### src/rtl/por_pkg.sv
// Shared types for the power-on/reset sequencer.
package por_pkg;

  localparam int unsigned STATE_W = 3;

  typedef enum logic [STATE_W-1:0] {
    HOLD      = 3'd0,
    WAIT_LOCK = 3'd1,
    RELEASE   = 3'd2,
    RUN       = 3'd3
  } state_t;

endpackage

### src/rtl/por_lock_filter.sv
// One PLL lock input: multi-flop synchroniser followed by a saturating
// consecutive-high filter. lock_ok is registered.
module por_lock_filter #(
  parameter int unsigned SYNC_STAGES        = 3,
  parameter int unsigned LOCK_FILTER_CYCLES = 32
) (
  input  logic clk_input,
  input  logic rst_input,
  input  logic pll_locked,
  output logic lock_ok
);

  localparam int unsigned   FW        = $clog2(LOCK_FILTER_CYCLES + 1);
  localparam logic [FW-1:0] FILT_MAX  = FW'(LOCK_FILTER_CYCLES);
  localparam logic [FW-1:0] FILT_LAST = FW'(LOCK_FILTER_CYCLES - 1);

  logic [SYNC_STAGES-1:0] sync;
  logic                   lock_s;
  logic [FW-1:0]          cnt;

  // Synchroniser chain; resets to "unlocked".
  always_ff @(posedge clk_input) begin
    if (rst_input) sync <= '0;
    else           sync <= {sync[SYNC_STAGES-2:0], pll_locked};
  end

  assign lock_s = sync[SYNC_STAGES-1];

  // Saturating filter; any low sample restarts it.
  always_ff @(posedge clk_input) begin
    if (rst_input || !lock_s) begin
      cnt     <= '0;
      lock_ok <= 1'b0;
    end else if (cnt != FILT_MAX) begin
      cnt     <= cnt + FW'(1);
      lock_ok <= (cnt == FILT_LAST);
    end
  end

endmodule

### src/rtl/por_sequencer.sv
// Power-on/reset sequencer: synchronised external reset plus filtered PLL
// locks gate a staggered release of NUM_RST active-low resets.
// Optional feature macro: POR_LOCK_TIMEOUT_EN (WAIT_LOCK timeout + lock_timeout).
module por_sequencer
  import por_pkg::*;
#(
  parameter int unsigned NUM_LOCKS          = 2,
  parameter int unsigned NUM_RST            = 5,
  parameter int unsigned SYNC_STAGES        = 3,
  parameter int unsigned LOCK_FILTER_CYCLES = 32,
  parameter int unsigned HOLD_CYCLES        = 1024,
  parameter int unsigned STAGE_GAP_CYCLES   = 16,
  parameter int unsigned CNT_W              = 16
`ifdef POR_LOCK_TIMEOUT_EN
  ,
  parameter int unsigned LOCK_TIMEOUT_CYCLES = 65535
`endif
) (
  input  logic                 clk_input,
  input  logic                 rst_input,
  input  logic                 ext_rst_n_input,
  input  logic [NUM_LOCKS-1:0] pll_locked,
  input  logic [NUM_LOCKS-1:0] lock_mask,
  input  logic                 sw_rst_req,
  output logic [NUM_RST-1:0]   rst_n_out,
  output logic                 released,
  output logic                 lock_lost,
  input  logic                 lock_lost_clr,
  output logic                 lock_timeout,
  output logic [STATE_W-1:0]   state_out
);

  localparam int unsigned      IDX_W     = (NUM_RST > 1) ? $clog2(NUM_RST) : 1;
  localparam logic [CNT_W-1:0] HOLD_LAST = CNT_W'(HOLD_CYCLES - 1);
  localparam logic [CNT_W-1:0] GAP_LAST  = CNT_W'(STAGE_GAP_CYCLES - 1);
  localparam logic [IDX_W-1:0] IDX_LAST  = IDX_W'(NUM_RST - 1);

  state_t                 state, state_d;
  logic [CNT_W-1:0]       hold_cnt, hold_d;
  logic [CNT_W-1:0]       gap_cnt, gap_d;
  logic [IDX_W-1:0]       idx, idx_d;
  logic [NUM_RST-1:0]     rst_n_d;
  logic [SYNC_STAGES-1:0] ext_sync;
  logic [NUM_LOCKS-1:0]   lock_ok;
  logic                   ext_ok;
  logic                   all_ok;
  logic                   lock_abort;
  logic                   abort;

`ifdef POR_LOCK_TIMEOUT_EN
  localparam logic [CNT_W-1:0] TO_LAST = CNT_W'(LOCK_TIMEOUT_CYCLES - 1);
  logic [CNT_W-1:0] to_cnt, to_d;
  logic             to_set;
`endif

  // External reset synchroniser; resets to "reset asserted".
  always_ff @(posedge clk_input) begin
    if (rst_input) ext_sync <= '0;
    else           ext_sync <= {ext_sync[SYNC_STAGES-2:0], ext_rst_n_input};
  end

  assign ext_ok = ext_sync[SYNC_STAGES-1];

  for (genvar i = 0; i < NUM_LOCKS; i++) begin : g_lock
    por_lock_filter #(
      .SYNC_STAGES        (SYNC_STAGES),
      .LOCK_FILTER_CYCLES (LOCK_FILTER_CYCLES)
    ) u_filter (
      .clk_input  (clk_input),
      .rst_input  (rst_input),
      .pll_locked (pll_locked[i]),
      .lock_ok    (lock_ok[i])
    );
  end

  assign all_ok     = &(lock_ok | lock_mask);
  assign lock_abort = !all_ok && ((state == RELEASE) || (state == RUN));
  assign abort      = !ext_ok || sw_rst_req || lock_abort;

  // Next-state and counter logic; abort overrides every transition.
  always_comb begin
    state_d = state;
    hold_d  = hold_cnt;
    gap_d   = gap_cnt;
    idx_d   = idx;
    rst_n_d = rst_n_out;
`ifdef POR_LOCK_TIMEOUT_EN
    to_d    = '0;
    to_set  = 1'b0;
`endif
    if (abort) begin
      state_d = HOLD;
      hold_d  = '0;
      gap_d   = '0;
      idx_d   = '0;
      rst_n_d = '0;
    end else begin
      case (state)
        HOLD: begin
          if (hold_cnt == HOLD_LAST) begin
            state_d = WAIT_LOCK;
            hold_d  = '0;
          end else begin
            hold_d = hold_cnt + CNT_W'(1);
          end
        end
        WAIT_LOCK: begin
          if (all_ok) begin
            state_d = RELEASE;
            idx_d   = '0;
            gap_d   = '0;
          end
`ifdef POR_LOCK_TIMEOUT_EN
          else if (to_cnt == TO_LAST) begin
            state_d = HOLD;
            hold_d  = '0;
            to_set  = 1'b1;
          end else begin
            to_d = to_cnt + CNT_W'(1);
          end
`endif
        end
        RELEASE: begin
          if (gap_cnt == GAP_LAST) begin
            gap_d = '0;
            for (int unsigned k = 0; k < NUM_RST; k++) begin
              if (IDX_W'(k) == idx) rst_n_d[k] = 1'b1;
            end
            if (idx == IDX_LAST) begin
              state_d = RUN;
              idx_d   = '0;
            end else begin
              idx_d = idx + IDX_W'(1);
            end
          end else begin
            gap_d = gap_cnt + CNT_W'(1);
          end
        end
        RUN: state_d = RUN;
        default: begin
          state_d = HOLD;
          rst_n_d = '0;
        end
      endcase
    end
  end

  // FSM state, counters and sequenced reset outputs.
  always_ff @(posedge clk_input) begin
    if (rst_input) begin
      state     <= HOLD;
      hold_cnt  <= '0;
      gap_cnt   <= '0;
      idx       <= '0;
      rst_n_out <= '0;
    end else begin
      state     <= state_d;
      hold_cnt  <= hold_d;
      gap_cnt   <= gap_d;
      idx       <= idx_d;
      rst_n_out <= rst_n_d;
    end
  end

  // Sticky lock-loss flag; a new loss beats a clear in the same cycle.
  always_ff @(posedge clk_input) begin
    if (rst_input)          lock_lost <= 1'b0;
    else if (lock_abort)    lock_lost <= 1'b1;
    else if (lock_lost_clr) lock_lost <= 1'b0;
  end

`ifdef POR_LOCK_TIMEOUT_EN
  // WAIT_LOCK timeout counter and its sticky flag.
  always_ff @(posedge clk_input) begin
    if (rst_input) begin
      to_cnt       <= '0;
      lock_timeout <= 1'b0;
    end else begin
      to_cnt <= to_d;
      if (to_set)             lock_timeout <= 1'b1;
      else if (lock_lost_clr) lock_timeout <= 1'b0;
    end
  end
`else
  assign lock_timeout = 1'b0;
`endif

  assign released  = (state == RUN);
  assign state_out = state;

endmodule

### config.mk
export PLATFORM = sky130hd
export DESIGN_NAME = por_sequencer
export DESIGN_NICKNAME = d
export VERILOG_FILES = /design/src/rtl/por_pkg.sv /design/src/rtl/por_lock_filter.sv /design/src/rtl/por_sequencer.sv
export SDC_FILE = /design/constraint.sdc
export NUM_CORES = 1
export LEC_CHECK = 0
export BUFFER_PORTS_ARGS = -buffer_cell sky130_fd_sc_hd__buf_4
export CAP_MARGIN = 20
export CELL_PAD_IN_SITES_DETAIL_PLACEMENT = 0
export CELL_PAD_IN_SITES_GLOBAL_PLACEMENT = 1
export CORE_MARGIN = 3
export CORE_UTILIZATION = 31
export DETAILED_ROUTE_END_ITERATION = 8
export PLACE_DENSITY_LB_ADDON = 0.1
export SETUP_SLACK_MARGIN = 0.05
export SLEW_MARGIN = 20
export SYNTH_ARGS = -nofsm -noshare
export SYNTH_HDL_FRONTEND = slang
export SYNTH_SLANG_ARGS = --single-unit
### constraint.sdc
create_clock -name clk_input -period 5.4 [get_ports clk_input]
set_clock_uncertainty 0.15 [all_clocks]
set_input_delay 1.62 -clock clk_input [delete_from_list [all_inputs] [get_ports clk_input]]
set_output_delay 1.62 -clock clk_input [all_outputs]
set_load 0.02 [all_outputs]
# Word level (Yosys, flattened, before mapping)
# Index checks and enable logic that the tools add are counted.
# totals
register_bits	67
inputBits	9
output_inout_bits	11
elab_cells	94
# classes
n_addsub	5
eq_ne	23
muxes	22
n_bitwise	2
reduce_logical	25
# ops
operator	n
$mux W16	3
$add A16 B1 Y16 const B	2
$pmux W16 S2	1
$mux W3	7
$reduce_and A3 Y1	6
$eq A16 B10 Y1 const B	1
$eq A16 B4 Y1 const B	1
$ne A2 B1 Y1 const B	7
$add A6 B1 Y6 const B	2
$eq A6 B5 Y1 const B	2
$ne A6 B6 Y1 const B	2
$pmux W3 S4	1
$pmux W5 S2	1
$mux W1	7
$eq A2 B3 Y1 const A	2
$eq A3 B2 Y1 const B	2
$logic_not A3 Y1	2
$pmux W3 S2	1
$logic_or A1 B1 Y1	5
$mux W5	1
$logic_not A1 Y1	4
$ne A2 B2 Y1 const B	2
$reduce_and A2 Y1	2
$reduce_and A4 Y1	1
11 further kinds	12

# Logic depth before layout (Yosys ltp)
# Gate-level depths: netlist of the first run.
# depth
depth_word	6
mapped_depth	7
ltp_nobuf	6

# Cells and area by module
# A second synthesis of the first run with hierarchy kept.
# unflattened
cells_unflattened	373
hier_area_um2	3226.8
# modules_own_cells
module	n_inst	cells_per_inst	area_per_inst_um2	seq_area_each_um2
por_sequencer	1	289	2401.1	920.9
por_lock_filter	2	42	412.9	200.2

# Worst setup path after synthesis of the first run
# Ideal clock, no wire load.
# synth_timing
path_type	input to register
start	input port sw_rst_req
end	register gap_cnt[11]
setup_time_ps	70
arrival_ps	2895
path_slack_ps	2285
cell_stages	5
n_path_buf	1
path_cell_list	or3b_2 > a21o_1 > a221o_1 > buf_2 > a21oi_1
# synth_between
elab_chain_len	3
# synth_lines
element	line	source
from (decl)	por_sequencer.sv:24	input logic sw_rst_req,
$logic_or A1 B1 Y1 (2 in a row)	por_sequencer.sv:78	assign abort = !ext_ok || sw_rst_req || lock_abort;
$reduce_or A2 Y1 (no source line)	--	
to (signal assigned)	por_sequencer.sv:159	gap_cnt <= gap_d;
to (decl)	por_sequencer.sv:40	logic [CNT_W-1:0] gap_cnt, gap_d;
# Every way passes these cells.
# A chain may end at the register's enable or synchronous reset.

# Final worst setup path of the first run
# layout_timing
start	input port rst_input
end	register gap_cnt[5]
# layout_between
elab_chain_len	1
# layout_lines
element	line	source
from (decl)	por_sequencer.sv:20	input logic rst_input,
$reduce_or A2 Y1 (no source line)	--	
# Every way passes these cells.

==> qor.txt, run 1 <==
Vias in the first global route - 2,305
Highest Signal Layer - met4
Max clock buf depth - 2
Vias per cell - 4.86
Total chip power - 0.935 mW
Relative slew slack - 36.2%
Via count - 2,349
Root buf cell - clkbuf_8
GPL Wtd Cong - 0.675
Share of layout cells above drive strength 1 - 11.9%
TNS Setup - 0 ns
Run status - complete, no violations
Fin Hold WS - 0.282 ns
Worst EP required - 5.51 ns
Hold_buf cts - 0
Post-synth EDFFs - 0
Crit path cell chain - buf_4 -> or3b_2 -> a21o_1 -> a221o_1 -> a21oi_1
Final Critical Period - 3.25 ns
Critical Path AT - 3.36 ns
Avg Synthesized Cell Area - 8.98 sq um
Worst-path clk slew - 0.07 ns
Hold Startpoint - g_lock[1].u_filter.sync[1]$_SDFF_PP0_
Antenna Nets Post-Route - 0
Num CTS Buffers - 9
Critical path startpoint - rst_input
Worst path slowest cell - a221o_1
Final HPWL DP - 4150 um
Layout net count - 370
PwrDens - 272 nW/um^2
Initial antenna violation count - 0
Total grt overflow - 0
Largest area contributor in the netlist - dfxtp_1
GRT Total Usage - 11.7%
Fin. Hold Viols - 0
Flop2flop setup slack - 2.49 ns
Synth top area share - 43.8%
Worst skew pair latency - 0.33 ns
Met3 WL - 120 um
Routed Wire Length - 6090 um
Number of remaining DRC errors - 0
Max-slew violation count - 0
DR pass1 iterations - 4
Total Die Area - 11,000 sq um
Buffer count from post-CTS setup fixing - 0
Port Buffers - 17
VDD IR max - 0.0975 mV
RR Startpoint - state_out[1]$_SDFFE_PP0P_
Startpoint type of the worst setup path - input pin
RSZ-0062 raised after global routing - no
Seq/Total Area, Yosys - 43.8%
Die width - 105 um
# clock sinks - 66
Main synth FF type - dfxtp_1
Routed length per instance - 12.6 um
Min-Delay Path Class - flip-flop to flip-flop
Pre-CTS WS - 1.77 ns
Synth Register Bits - 66
Post-route cell area - 3440 sq um
Metal2 WL - 2760 um
Netlist cell types - 57
Placed Area - 3240 sq um
CP Capture Type - flip-flop
CTS tree - yes
Fin crit share - 60.1%
DRT met1 WL - 3100 um
Largest net degree at the start of global routing - 22
Number of I/O pins - 20
Max-cap violations - 0
Initial Util - 32.2%
Row cnt - 35
Placeable Area - 9370 sq um
Ys Warns - 0
Layout area overhead - 14.1%
H-tree depth - 3
Filler cells - 996
Crit-path max cell delay - 0.56 ns
CP Class - input pin to flip-flop
CP Max Fanout - 16
N_diodes - 0
Final setup fails - 0
Synth top area cells - dfxtp_1 44%, ha_1 4.6%, a21oi_1 4.1%
Slew @ Worst Pin - 0.957 ns
Leak - 1.10 nW
Die Y-Extent - 105 um
Post-synthesis async set-or-reset flop share - 0%
Cells after synthesis - 336
Cts repair resizes - 0
Fmax - 308 MHz
Synth Cell Area - 3020 sq um
First-pass GRT wire length - 10,600 um
Worst Slack Setup Final - 2.15 ns
Initial detailed-routing violation count - 39
[metrics by stage]
| stage | cells | utilization [%] |
|---|---|---|
| after detailed placement | 468 | 34.6 |
| after global placement | 468 | 34.6 |
| after global routing | 483 | 36.7 |
| after CTS | 483 | 36.7 |
| after floorplan | 337 | - |
| final | 483 | 36.7 |
[Yosys cell counts (3+ instances only)]
master	count
nand4_1	6
xnor2_1	9
o21ai_0	7
clkbuf_1	8
nor2b_1	11
dfxtp_1	66
nand2b_1	3
buf_2	4
nor3_1	7
nand2_1	15
mux2i_1	3
o31ai_1	13
a21oi_1	25
nor4_1	6
or2_2	3
ha_1	11
nor2_1	33
inv_1	14
nand3_1	16
xor2_1	12
or3_1	5
and3_1	3
a41oi_1	4
or4_1	12
[layout make-up]
| cell class | instances | area (sq um) | area share (%) |
|---|---|---|---|
| Clock inverter | 2 | 35.0 | 1.02 |
| Tap cell | 129 | 161 | 4.69 |
| Sequential cell | 66 | 1320 | 38.4 |
| Multi-Input combinational cell | 241 | 1570 | 45.5 |
| Inverter | 14 | 52.6 | 1.53 |
| Clock buffer | 13 | 169 | 4.91 |
| Timing Repair Buffer | 18 | 135 | 3.93 |
[logic make-up (layout without fill, tap and decap cells)]
family,Yosys count,after routing,share of synthesized area (%)
AOI/OAI and AO/OA,63,63,13.5
xor gates and xnor gates,21,21,6.09
adders and majority gates,11,11,4.56
buffers and inverters,30,47,4.39
DFF,66,66,43.8
muxes,3,3,0.995
other,1,2,0.124
and+or+nand+nor,141,141,26.6
[where the power goes]
group	switching [mW]	internal (mW)	leakage [nW]
logic	0.00698	0.00667	0.458
registers	0.000707	0.489	0.533
clock network	0.183	0.248	0.106
total	0.190	0.744	1.10
[registers in the layout, summed over array words and instances, names as in the netlist]
signal                   flops
g_lock.u_filter.sync         6
ext_sync                     3
hold_cnt                    16
rst_n_out                    5
lock_lost                    1
idx                          3
g_lock.u_filter.cnt         12
g_lock.u_filter.lock_ok      2
gap_cnt                     16
state_out                    2
[path summary, 6_finish.rpt]
check / depth (start not counted) / end
worst min-delay path: 1 / g_lock[1].u_filter.sync[2]$_SDFF_PP0_
worst max-delay path: 5 / gap_cnt[5]$_SDFFE_PP0P_
worst max register to register: 4 / gap_cnt[14]$_SDFFE_PP0P_
worst min register to register: 1 / g_lock[1].u_filter.sync[2]$_SDFF_PP0_
[routing by layer]
layer,vias to the layer above,GRT usage [%]
li1,1230,-
met1,1093,14.8
met2,16,18.8
met3,10,2.84
met4,0,5.62
met5,-,0
[layout by cell type (no fill, tap or decap), types with 3 or more instances in the layout]
cell and count:
nor2b_1 11, and3_1 3, nor3_1 7, inv_1 14, a21oi_1 25, xnor2_1 9
or3_1 5, o21ai_0 7, or2_2 3, nor2_1 33, a41oi_1 4, nand2_1 15
buf_4 18, nand4_1 6, xor2_1 12, nor4_1 6, o31ai_1 13, clkbuf_8 12
mux2i_1 3, nand2b_1 3, nand3_1 16, ha_1 11, or4_1 12, dfxtp_1 66
[critical path: cells and delay by family]
kind	cells	cell delay [ns]
buffers and inverters	1	0.16
AO/OA/AOI/OAI	3	1.11
AND/OR/NAND/NOR	1	0.46
Power figures use the tool's default switching activity.
==> run 2, diff against run 1 <==
Settings changed: ABC_AREA from default to 1.
Clock period 5.4 ns to 3.3 ns, I/O delays scaled along.
==> qor.txt, run 2 <==
Run status - complete, no violations
Total grt overflow - 0 (unchanged)
Filler cells - 1,187 (+19%)
Fin crit share - 67.7%
Largest net degree at the start of global routing - 21 (-4.5%)
Share of layout cells above drive strength 1 - 18.8% (+7.0 points)
Worst skew pair latency - 0.33 ns (about the same)
RSZ-0062 raised after global routing - no
Post-synthesis async set-or-reset flop share - 0% (unchanged)
Synth top area cells - dfxtp_1 38%, nand2_1 11%, inv_1 7.0%
Via count - 2,769 (+18%)
Worst path slowest cell - dfxtp_1
Crit path cell chain - nand2_1 -> inv_1 -> buf_4
Num CTS Buffers - 9 (unchanged)
Max-cap violations - 0 (unchanged)
Most frequent cells in the layout - 103 x nand2_1, 66 x dfxtp_1, 65 x inv_1, 56 x nor2_1, 39 x nand3_1
CP Class - flip-flop to output pin
Vias per cell - 4.37 (-10%)
Synth Cell Area - 3490 sq um (+16%)
Fmax - 448 MHz
DR pass1 iterations - 4 (unchanged)
Min-Delay Path Class - flip-flop to flip-flop
Routed length per instance - 11.3 um (-10%)
Multi-input gate area - 1800 sq um (+15%)
Routed Wire Length - 7170 um (+18%)
Port Buffers - 17 (unchanged)
Relative slew slack - 65.1% (+29 points)
Number of I/O pins - 20 (unchanged)
Commonest non-fill, non-tap cell in the layout - nand2_1
Root buf cell - clkbuf_16
Register area - 1320 sq um (unchanged)
Ys Warns - 0 (unchanged)
Biggest regs - gap_cnt x16, hold_cnt x16, g_lock.u_filter.cnt x12
Vias in the first global route - 2,722 (+18%)
Layout net count - 509 (+38%)
CP Capture Type - output pin
Max-slew violation count - 0 (unchanged)
Initial detailed-routing violation count - 86 (+120%)
Fin. Hold Viols - 0 (unchanged)
Final setup fails - 0 (unchanged)
Cells after synthesis - 471 (+40%)
Worst-path clk slew - 0.06 ns (about the same)
H-tree depth - 3 (unchanged)
TNS Setup - 0 ns (unchanged)
Startpoint type of the worst setup path - flip-flop
Synth top cells by count - 103 x nand2_1, 66 x dfxtp_1, 65 x inv_1, 56 x nor2_1, 39 x nand3_1
Worst EP required - 2.16 ns (-3.35 ns)
Initial antenna violation count - 0 (unchanged)
CP Max Fanout - 6 (-10)
Hold_buf cts - 0 (unchanged)
Die Y-Extent - 112 um (+7.1%)
Die width - 112 um (+7.1%)
Most frequent cell after synthesis - nand2_1
GPL Wtd Cong - 0.755 (+12%)
Layout area overhead - 13.7%
Final Critical Period - 2.23 ns
Leak - 1.54 nW (+40%)
Placed Area - 3690 sq um (+14%)
Avg Synthesized Cell Area - 7.41 sq um (-17%)
CTS tree - yes
Netlist cell types - 34 (-40%)
Synth Register Bits - 66 (unchanged)
Largest area contributor in the netlist - dfxtp_1
Initial Util - 31.9% (-0.28 points)
Buffer count from post-CTS setup fixing - 0 (unchanged)
Total Die Area - 12,600 sq um (+15%)
Placeable Area - 10,900 sq um (+17%)
First-pass GRT wire length - 12,900 um (+22%)
Crit-path max cell delay - 0.49 ns (-0.07 ns)
Post-route cell area - 3970 sq um (+15%)
GRT Total Usage - 12.6% (+0.88 points)
Row cnt - 38 (+8.6%)
Seq/Total Area, Yosys - 37.8% (-5.9 points)
Critical Path AT - 1.09 ns (-2.27 ns)
Cts repair resizes - 0 (unchanged)
N_diodes - 0 (unchanged)
Number of remaining DRC errors - 0 (unchanged)
Max clock buf depth - 2 (unchanged)
Final HPWL DP - 5310 um (+28%)
VDD IR max - 0.315 mV (+220%)
Synth top area share - 37.8% (-5.9 points)
Slew @ Worst Pin - 0.522 ns (-0.435 ns)
Antenna Nets Post-Route - 0 (unchanged)
Post-synth EDFFs - 0 (unchanged)
PwrDens - 436 nW/um^2 (+60%)
Main synth FF type - dfxtp_1
# clock sinks - 66 (unchanged)
run 2: layout make-up:
class	count	share of cell area, %
Clock buffer	14	6.90
Clock inverter	2	0.252
Inverter	70	6.62
Multi-Input combinational cell	325	45.3
Sequential cell	66	33.3
Tap cell	140	4.41
Timing Repair Buffer	17	3.21
run 2: report_power, final:
group | leakage [nW] | internal [mW] | switching [mW]
combinational | 0.861 | 0.0104 | 0.0144
sequential | 0.533 | 0.802 | 0.00151
clock | 0.143 | 0.568 | 0.334
total | 1.54 | 1.38 | 0.350
run 2: path summary, 6_finish.rpt:
| check | from | endpoint | slack [ns] | depth (start not counted) |
|---|---|---|---|---|
| hold / removal | ext_sync[1]$_SDFF_PP0_ | ext_sync[2]$_SDFF_PP0_ | 0.25 | 2 |
| setup / recovery | state_out[1]$_SDFFE_PP0P_ | released | 1.07 | 3 |
| hold reg to reg | ext_sync[1]$_SDFF_PP0_ | ext_sync[2]$_SDFF_PP0_ | 0.25 | 2 |
| setup reg to reg | state_out[1]$_SDFFE_PP0P_ | gap_cnt[5]$_SDFFE_PP0P_ | 1.61 | 6 |
run 2: metrics by stage:
step	power (mW)	util, %	setup WS [ns]	instances	hold slack [ns]
after floorplan	0.838	-	1.30	472	0.238
after global placement	0.846	33.7	0.969	618	0.243
after detailed placement	0.846	33.7	0.928	618	0.246
after CTS	1.77	36.3	1.05	634	0.253
after global routing	1.81	36.3	0.970	634	0.276
final	1.73	36.3	1.07	634	0.247
run 2: kinds of logic (layout without fill, tap and decap cells):
kind of cell    Yosys count  count (layout)  synth area share (%)
compound gates           29              29                  5.73
xor+xnor                 16              16                  4.01
fa+ha+maj                11              11                  3.94
buf+inv                  81             103                  10.7
flops                    66              66                  37.8
other cells               1               2                 0.107
simple gates            267             267                  37.6
run 2: worst max-delay path: cells and delay by family (launching register included):
kind / cells / cell delay (ns)
buffers and inverters: 2 / 0.19
and+or+nand+nor: 1 / 0.08
DFF: 1 / 0.49
run 2: per-layer routing:
| metal | track usage [%] | wire length [um] |
|---|---|---|
| met4 | 5.29 | 121 |
| met1 | 15.6 | 3380 |
| met2 | 20.4 | 3410 |
| met5 | 0 | 0 |
| met3 | 3.83 | 254 |
==> run 3, diff against run 2 <==
Settings changed: ABC_AREA 1 to 0.
Clock period 3.3 ns to 2 ns, I/O delays scaled along.
==> qor.txt, run 3 (synthesis gave the netlist of run 1 again) <==
Register area - 1330 sq um (+0.76%)
Critical Path AT - 1.17 ns (+0.08 ns)
Fin Hold WS - 0.286 ns (+0.0386 ns)
Port Buffers - 17 (unchanged)
TNS Setup - 0 ns (unchanged)
N_diodes - 0 (unchanged)
Total Die Area - 11,000 sq um (-13%)
Final setup fails - 0 (unchanged)
Layout area overhead - 22.9%
Root buf cell - clkbuf_8
Fin. Hold Viols - 0 (unchanged)
RSZ-0062 raised after global routing - yes
CP Max Fanout - 7 (+1)
Worst path slowest cell - dfxtp_4
GPL Wtd Cong - 0.765 (+1.2%)
Post-layout util - 39.6% (+3.3 points)
Startpoint type of the worst setup path - flip-flop
Final Critical Period - 1.92 ns
Clock Power Share - 45.3% (-6.8 points)
Final HPWL DP - 4680 um (-12%)
Initial Util - 32.2% (+0.28 points)
Biggest regs - gap_cnt x16, hold_cnt x16, g_lock.u_filter.cnt x12
Total grt overflow - 0 (unchanged)
Placeable Area - 9370 sq um (-14%)
Vias per cell - 4.84 (+11%)
Placed cell count - 495 (-20%)
Routed Wire Length - 6650 um (-7.3%)
Fin crit share - 96.2%
Crit-path max cell delay - 0.37 ns (-0.12 ns)
Layout net count - 400 (-21%)
Run status - complete, no violations
Row cnt - 35 (-7.9%)
Number of I/O pins - 20 (unchanged)
Comb pwr share - 1.7% (+0.3 points)
Commonest non-fill, non-tap cell in the layout - dfxtp_1
Net Switching - 0.519 mW (+48%)
Die Y-Extent - 105 um (-6.6%)
Net Sw Frac - 20.8% (+0.60 points)
Routed length per instance - 13.0 um (+15%)
Fmax - 520 MHz
Max-slew violation count - 0 (unchanged)
Hold_buf cts - 0 (unchanged)
Largest net degree at the start of global routing - 17 (-19%)
Min-Delay Path Class - flip-flop to flip-flop
Num CTS Buffers - 9 (unchanged)
Die width - 105 um (-6.6%)
Worst EP required - 1.25 ns (-0.91 ns)
Antenna Nets Post-Route - 0 (unchanged)
Initial detailed-routing violation count - 90 (+4.7%)
CP Capture Type - output pin
# clock sinks - 66 (unchanged)
CP Class - flip-flop to output pin
First-pass GRT wire length - 11,500 um (-11%)
CP dominant cell by count - buf_4
Share of layout cells above drive strength 1 - 20.6% (+1.8 points)
Post-route cell area - 3710 sq um (-6.6%)
Via count - 2,480 (-10%)
DR pass1 iterations - 4 (unchanged)
H-tree depth - 3 (unchanged)
CTS tree - yes
Crit path cell chain - buf_4 -> and2_1 -> buf_4
GRT Total Usage - 12.8% (+0.19 points)
Placed Area - 3470 sq um (-5.9%)
Number of remaining DRC errors - 0 (unchanged)
Flop pwr share - 53.0% (+6.5 points)
Most frequent cells in the layout - 62 x dfxtp_1, 46 x buf_4, 33 x nor2_1, 25 x a21oi_1
VDD IR max - 0.279 mV (-11%)
P_int - 1.97 mW (+43%)
Non-filler cells, final - 512 (-19%)
Filler cells - 983 (-17%)
Worst-path clk slew - 0.07 ns (about the same)
PwrDens - 672 nW/um^2 (+54%)
Pre-CTS WS - -0.108 ns (-1.04 ns)
Max-cap violations - 0 (unchanged)
Total chip power - 2.49 mW (+44%)
Vias in the first global route - 2,409 (-11%)
Worst Slack Setup Final - 0.0759 ns (-0.990 ns)
Max clock buf depth - 2 (unchanged)
Multi-input gate area - 1590 sq um (-12%)
Worst skew pair latency - 0.34 ns (about the same)
Initial antenna violation count - 0 (unchanged)
Leak - 1.24 nW (-19%)
run 3: changes by cell type in the layout (fill, tap and decap cells not counted), moves of 12 or more:
| cell | change |
|---|---|
| nand2_1 | -88 |
| inv_1 | -51 |
| buf_4 | +29 |
| nand3_1 | -24 |
| nor2_1 | -23 |
| a21oi_2 | -14 |
| nor2_2 | -14 |
| a21oi_1 | +13 |
| o31ai_1 | +13 |
| or4_1 | +12 |
run 3: worst paths after layout:
kind                                    startpoint                                    end  slack (ns)  cells past startpoint
max reg2reg                gap_cnt[0]$_SDFFE_PP0P_               gap_cnt[13]$_SDFFE_PP0P_        0.14                      6
max                      state_out[0]$_SDFFE_PP0P_                               released        0.08                      3
min          g_lock[0].u_filter.sync[1]$_SDFF_PP0_  g_lock[0].u_filter.sync[2]$_SDFF_PP0_        0.29                      1
min reg2reg  g_lock[0].u_filter.sync[1]$_SDFF_PP0_  g_lock[0].u_filter.sync[2]$_SDFF_PP0_        0.29                      1
run 3: timing repair:
item,4_1_cts,5_1_grt
setup endpoints to repair,4,18
pin swaps,0,1
gates resized for setup,3,7
setup buffers,0,3
run 3: power groups by stage:
stage / Sequential (mW) / Clock [mW] / Combinational (mW)
final: 1.32 / 1.13 / 0.0429
after detailed placement: 1.35 / 0 / 0.0441
after global routing: 1.32 / 1.22 / 0.0487
after CTS: 1.32 / 1.18 / 0.0443
after global placement: 1.35 / 0 / 0.0437
after floorplan: 1.35 / 0 / 0.0238
run 3: final cells by class:
type                            instances  share of cell area [%]
Multi-Input combinational cell        241                    42.7
Clock inverter                          2                    1.01
Tap cell                              129                    4.35
Inverter                               14                    1.42
Timing Repair Buffer                   48                    10.4
Sequential cell                        66                    35.9
Clock buffer                           12                    4.18
run 3: critical path, delay by kind of cell, from the launching register on:
kind                   cells  cell delay, ns
buffers and inverters      2            0.31
flip-flops                 1            0.37
AND/OR/NAND/NOR            1            0.16
run 3: per-layer routing:
metal	share of wire, %	global-route usage [%]
met3	2.6	3.15
met2	46	20.4
met1	50	16.7
met4	1.3	4.78
met5	0	0
